$ cat config.mk
export PLATFORM = sky130hd
export DESIGN_NAME = writeback_arbiter
export DESIGN_NICKNAME = d
export VERILOG_FILES = /design/src/rtl/writeback_arbiter.sv
export SDC_FILE = /design/constraint.sdc
export NUM_CORES = 1
export LEC_CHECK = 0
export CAP_MARGIN = 15
export CORE_UTILIZATION = 33
export CTS_BUF_LIST = sky130_fd_sc_hd__clkbuf_4 sky130_fd_sc_hd__clkbuf_8
export DETAILED_ROUTE_END_ITERATION = 16
export GPL_TIMING_DRIVEN = 1
export PLACE_DENSITY = 0.63
export SLEW_MARGIN = 15
export SYNTH_ARGS = -nofsm -noshare
export SYNTH_HDL_FRONTEND = slang
export SYNTH_SLANG_ARGS = --single-unit
$ cat constraint.sdc
create_clock -name clk -period 2.89 [get_ports clk]
set_input_delay 0.4335 -clock clk [delete_from_list [all_inputs] [get_ports clk]]
set_output_delay 0.4335 -clock clk [all_outputs]
set_load 0.02 [all_outputs]
$ cat src/rtl/writeback_arbiter.sv
// ============================================================================
// Module   : writeback_arbiter
// Purpose  : Two-source (ALU / load) result queues with round-robin arbitration
//            onto a single registered register-file write port.
//            Optional WB_BYPASS_EN adds two combinational forwarding taps.
// Revision : 1.0  initial release
// ============================================================================
`default_nettype none

module writeback_arbiter #(
    parameter int DEPTH = 2
) (
    input  logic        clk,
    input  logic        rst,
    input  logic        alu_valid,
    input  logic [4:0]  alu_rd,
    input  logic [31:0] alu_data,
    output logic        alu_ready,
    input  logic        ld_valid,
    input  logic [4:0]  ld_rd,
    input  logic [31:0] ld_data,
    output logic        ld_ready,
    output logic        Write,
    output logic [4:0]  D_address,
    output logic [31:0] D_data,
    output logic        idle
`ifdef WB_BYPASS_EN
    ,
    input  logic [4:0]  A_address,
    input  logic [4:0]  B_address,
    output logic        A_fwd,
    output logic [31:0] A_fwd_data,
    output logic        B_fwd,
    output logic [31:0] B_fwd_data
`endif
);

    localparam int c_ptr_w = (DEPTH > 1) ? $clog2(DEPTH) : 1;
    localparam int c_cnt_w = $clog2(DEPTH + 1);
    localparam logic [c_cnt_w-1:0] c_depth = c_cnt_w'(DEPTH);

    typedef enum logic {
        GNT_ALU = 1'b0,
        GNT_LD  = 1'b1
    } grant_t;

    // Index 0 is the ALU channel, index 1 the load channel.
    logic [1:0]        w_in_valid;
    logic [1:0][4:0]   w_in_rd;
    logic [1:0][31:0]  w_in_data;
    logic [1:0]        w_ready;
    logic [1:0]        w_nonempty;
    logic [1:0]        w_pop;
    logic [1:0][4:0]   w_head_rd;
    logic [1:0][31:0]  w_head_data;

    assign w_in_valid = {ld_valid, alu_valid};
    assign w_in_rd    = {ld_rd, alu_rd};
    assign w_in_data  = {ld_data, alu_data};

    generate
        for (genvar i = 0; i < 2; i++) begin : g_src
            logic [4:0]         r_mem_rd   [DEPTH];
            logic [31:0]        r_mem_data [DEPTH];
            logic [c_ptr_w-1:0] r_wptr;
            logic [c_ptr_w-1:0] r_rptr;
            logic [c_cnt_w-1:0] r_count;
            logic               w_push;

            assign w_ready[i]     = (r_count < c_depth);
            assign w_nonempty[i]  = (r_count != '0);
            // rd=0 completes the handshake but is dropped here.
            assign w_push         = w_in_valid[i] & w_ready[i] & (w_in_rd[i] != 5'd0);
            assign w_head_rd[i]   = r_mem_rd[r_rptr];
            assign w_head_data[i] = r_mem_data[r_rptr];

            always_ff @(posedge clk) begin
                if (w_push) begin
                    r_mem_rd[r_wptr]   <= w_in_rd[i];
                    r_mem_data[r_wptr] <= w_in_data[i];
                end
            end

            always_ff @(posedge clk or posedge rst) begin
                if (rst) begin
                    r_wptr  <= '0;
                    r_rptr  <= '0;
                    r_count <= '0;
                end else begin
                    if (w_push) begin
                        r_wptr <= r_wptr + 1'b1;
                    end
                    if (w_pop[i]) begin
                        r_rptr <= r_rptr + 1'b1;
                    end
                    case ({w_push, w_pop[i]})
                        2'b10:   r_count <= r_count + 1'b1;
                        2'b01:   r_count <= r_count - 1'b1;
                        default: r_count <= r_count;
                    endcase
                end
            end
        end
    endgenerate

    assign alu_ready = w_ready[0];
    assign ld_ready  = w_ready[1];

    grant_t r_last;
    grant_t w_grant;
    logic   w_grant_valid;
    logic   w_sel;

    always_comb begin
        w_grant       = GNT_ALU;
        w_grant_valid = 1'b0;
        w_pop         = 2'b00;
        // Contention goes to whichever source did not win last time.
        if (w_nonempty[0] && w_nonempty[1]) begin
            w_grant       = (r_last == GNT_ALU) ? GNT_LD : GNT_ALU;
            w_grant_valid = 1'b1;
        end else if (w_nonempty[0]) begin
            w_grant       = GNT_ALU;
            w_grant_valid = 1'b1;
        end else if (w_nonempty[1]) begin
            w_grant       = GNT_LD;
            w_grant_valid = 1'b1;
        end
        if (w_grant_valid) begin
            w_pop[w_sel] = 1'b1;
        end
    end

    assign w_sel = (w_grant == GNT_LD);

    always_ff @(posedge clk or posedge rst) begin
        if (rst) begin
            r_last    <= GNT_ALU;
            Write     <= 1'b0;
            D_address <= 5'd0;
            D_data    <= 32'd0;
        end else if (w_grant_valid) begin
            r_last    <= w_grant;
            Write     <= 1'b1;
            D_address <= w_head_rd[w_sel];
            D_data    <= w_head_data[w_sel];
        end else begin
            Write     <= 1'b0;
        end
    end

    assign idle = ~w_nonempty[0] & ~w_nonempty[1] & ~Write;

`ifdef WB_BYPASS_EN
    assign A_fwd      = Write & (A_address == D_address) & (A_address != 5'd0);
    assign A_fwd_data = D_data;
    assign B_fwd      = Write & (B_address == D_address) & (B_address != 5'd0);
    assign B_fwd_data = D_data;
`endif

endmodule

`default_nettype wire

==> flow_summary.yaml, run 1 <==
outcome:
  status: "completed"
setup_path:
  r2r_end: "g_src[1].r_count[1]$_DFFE_PP0P_"
  reg2reg_depth: 7
  crit_fanout: 9
  crit_path_max_incr_delay_ps: 600
  rrSetupSlack_ps: 670
  cp-end-kind: "primary output"
  crit_slowest_cell: "clkdlybuf4s50_1"
  cp.required_ps: 2460
  worstPathCellList: "nor4_4 -> inv_2 -> nor2_1 -> clkdlybuf4s50_1"
  worst_r2r_startpoint: "g_src[1].r_count[0]$_DFFE_PP0P_"
  critPathKind: "register to primary output"
  arrival_ps: 2180
  start_kind: "register"
routing:
  antenna_left: 0
  firstDrtPassIters: 4
  drc: 0
  avgViaCountPerCell: 4.82
  wire_per_inst_um: 19.3
  drt_iter0_drc: 313
  vias: 4028
  wl_um: 16100
clocking:
  cts_buffer_depth: 2
  ctsResizeCount: 0
  htreeDepth: 4
  cts_buffers: 17
  clock_sinks: 195
  cts_setup_buffers: 0
  cts.reportedPaths.clkPinSlew_ps: 90
  clk_latency_ps: 460
  cts_hold_buf: 0
  tritoncts: "done"
  clockRootBuffer: "clkbuf_8"
cells_and_area:
  final_util: 0.426
  fin_cells: 836
  final_cell_area_um2: 9300
  finalNetCount: 623
  layout_common_cells: "148 x edfxtp_1, 118 x clkdlybuf4s50_1, 53 x mux2i_1, 45 x dfrtp_1"
  drive_above_1_share: 0.138
  fillers: 1949
  final_common_cell: "edfxtp_1"
  antenna_cells: 0
  area_growth_pct: 26.3
floorplanning:
  die_w_um: 151
  core_um2: 21800
  start_util: 0.337
  boundaryPins: 119
  dieArea_um2: 22900
  rows: 54
  die_y_um: 151
yosys:
  synth_edf_count: 148
  postSynthCellCount: 419
  synth_fp_nets: 499
  syn-cell-area_um2: 7360
  ys_seq_elements: 195
  ys_seq_area_frac: 0.763
  postSynthAreaPerCell_um2: 17.6
  ys.flop_type: "edfxtp_1"
  yosys_warnings: 0
  synth_cell_types: 24
  async_flop_share: 0.241
global_routing:
  gr-total-overflow: 0
  grt_pass1_vias: 4260
  grt_use_total: 0.146
  grt_max_degree: 43
  grt_pass1_wl_um: 24400
  antenna_found_initial: 0
sta:
  slew_headroom: 0.238
  rsz0062_at_grt: "false"
  finalSetupViolCount: 0
  clock.fmax_ghz: 0.383
  skew_ps: 8.60
  tns_ps: 0
  min_period_ps: 2610
  drv_slew: 0
  min_period_over_period: 0.904
  worstMarginPinSlew_ps: 1140
  final_hold_viol_count: 0
power_and_ir_drop:
  peakVddDrop_uv: 477
  p_per_area_nw_per_um2: 1010
  p_leak_nw: 3.30
  total_power_mw: 9.37
placed_design:
  place_inst: 801
  gp_congestion: 0.742
  placed_area_um2: 8880
  portBuffers: 118
  hpwlAfterDp_um: 10800
flow_run:
  drv_cap: 0
min_path:
  min_path_type: "primary input to asynchronous set/reset pin"
-- Yosys cell counts, types with 2 or more instances --
master	n	area share
a32oi_1	21	0.025
buf_2	20	0.014
clkbuf_1	4	0.0020
dfrtp_1	47	0.16
edfxtp_1	148	0.60
ha_1	2	0.0034
inv_1	7	0.0036
mux2_2	21	0.032
mux2i_1	53	0.072
nand2_1	17	0.0087
nand3_1	15	0.010
nor2_1	7	0.0036
o211ai_2	2	0.0034
o21ai_0	21	0.014
o221a_1	15	0.023
or4_1	2	0.0020
xnor2_1	10	0.012
-- cell families (layout without fill, tap and decap cells) --
| group | after synthesis | after routing | share of synthesized area |
|---|---|---|---|
| AND/OR/NAND/NOR | 43 | 43 | 0.0282 |
| buffers and inverters | 32 | 169 | 0.0197 |
| AO/OA/AOI/OAI | 63 | 63 | 0.0695 |
| XOR/XNOR | 10 | 10 | 0.0119 |
| flip-flops | 195 | 195 | 0.763 |
| adder cells (fa/ha/maj) | 2 | 2 | 0.00340 |
| multiplexers | 74 | 74 | 0.104 |
-- sequential cells by signal, summed over array words and instances, names as in the netlist --
name	cells
D_address	5
D_data	32
Write	1
g_src.r_count	4
g_src.r_mem_data	128
g_src.r_mem_rd	20
g_src.r_rptr	2
g_src.r_wptr	2
r_last	1
-- power breakdown --
group | leakage (nW) | total (mW) | switching, mW | internal, mW
clock | 0.173 | 1.52 | 0.909 | 0.611
combinational | 1.22 | 3.47 | 1.82 | 1.64
sequential | 1.90 | 4.38 | 0.557 | 3.82
-- worst max path at each step --
stage                     slack [ps]                       startpoint                              endpoint  cells after the start
after detailed placement         190                         ld_rd[3]   g_src[1].r_mem_data[0][9]$_DFFE_PP_                      4
after floorplan                   80  g_src[0].r_count[1]$_DFFE_PP0P_   g_src[0].r_mem_data[0][0]$_DFFE_PP_                      3
final                            280  g_src[0].r_count[0]$_DFFE_PP0P_                                  idle                      4
after CTS                        220  g_src[0].r_count[0]$_DFFE_PP0P_                                  idle                      4
after global routing             120  g_src[0].r_count[0]$_DFFE_PP0P_                                  idle                      4
after global placement           280                         ld_rd[3]  g_src[1].r_mem_data[0][11]$_DFFE_PP_                      4
-- area by class of cell --
class	instances	area (µm²)	share of cell area
tap	280	350	0.0377
clock buffer	19	249	0.0268
clock inverter	13	87.6	0.00941
sequential	195	5620	0.604
timing repair buffer	129	1320	0.142
multi-input combinational	192	1640	0.176
inverter	8	30.0	0.00323
-- per-stage QoR --
| stage | setup slack [ps] | hold WS (ps) |
|---|---|---|
| final | 278 | 488 |
| after global routing | 119 | 519 |
| after CTS | 221 | 506 |
| after detailed placement | 195 | 485 |
| after global placement | 280 | 479 |
| after floorplan | 84.0 | 461 |
-- worst max-delay path, delay by kind of cell, from the launching register on --
| family | cells | cell delay [ps] |
|---|---|---|
| buffers and inverters | 2 | 750 |
| flip-flops | 1 | 490 |
| AND/OR/NAND/NOR | 2 | 480 |
-- per-layer routing --
layer / up-vias / GRT usage / share of wire
li1: 1884 / - / -
met1: 2022 / 0.193 / 0.45
met2: 112 / 0.235 / 0.50
met3: 10 / 0.0370 / 0.047
met4: 0 / 0.0450 / 0.0067
met5: - / 0 / 0
(Power assumes the default switching activity.)
==> inputs of run 2 (changes only) <==
--- a/config.mk
+++ b/config.mk
@@ -9,9 +9,11 @@
 export CORE_UTILIZATION = 33
 export CTS_BUF_LIST = sky130_fd_sc_hd__clkbuf_4 sky130_fd_sc_hd__clkbuf_8
 export DETAILED_ROUTE_END_ITERATION = 16
+export GPL_ROUTABILITY_DRIVEN = 0
 export GPL_TIMING_DRIVEN = 1
 export PLACE_DENSITY = 0.63
 export SLEW_MARGIN = 15
 export SYNTH_ARGS = -nofsm -noshare
 export SYNTH_HDL_FRONTEND = slang
 export SYNTH_SLANG_ARGS = --single-unit
+export TNS_END_PERCENT = 20
==> results of run 2 <==
No change in the layout: final DEF, timing and power equal those of run 1.
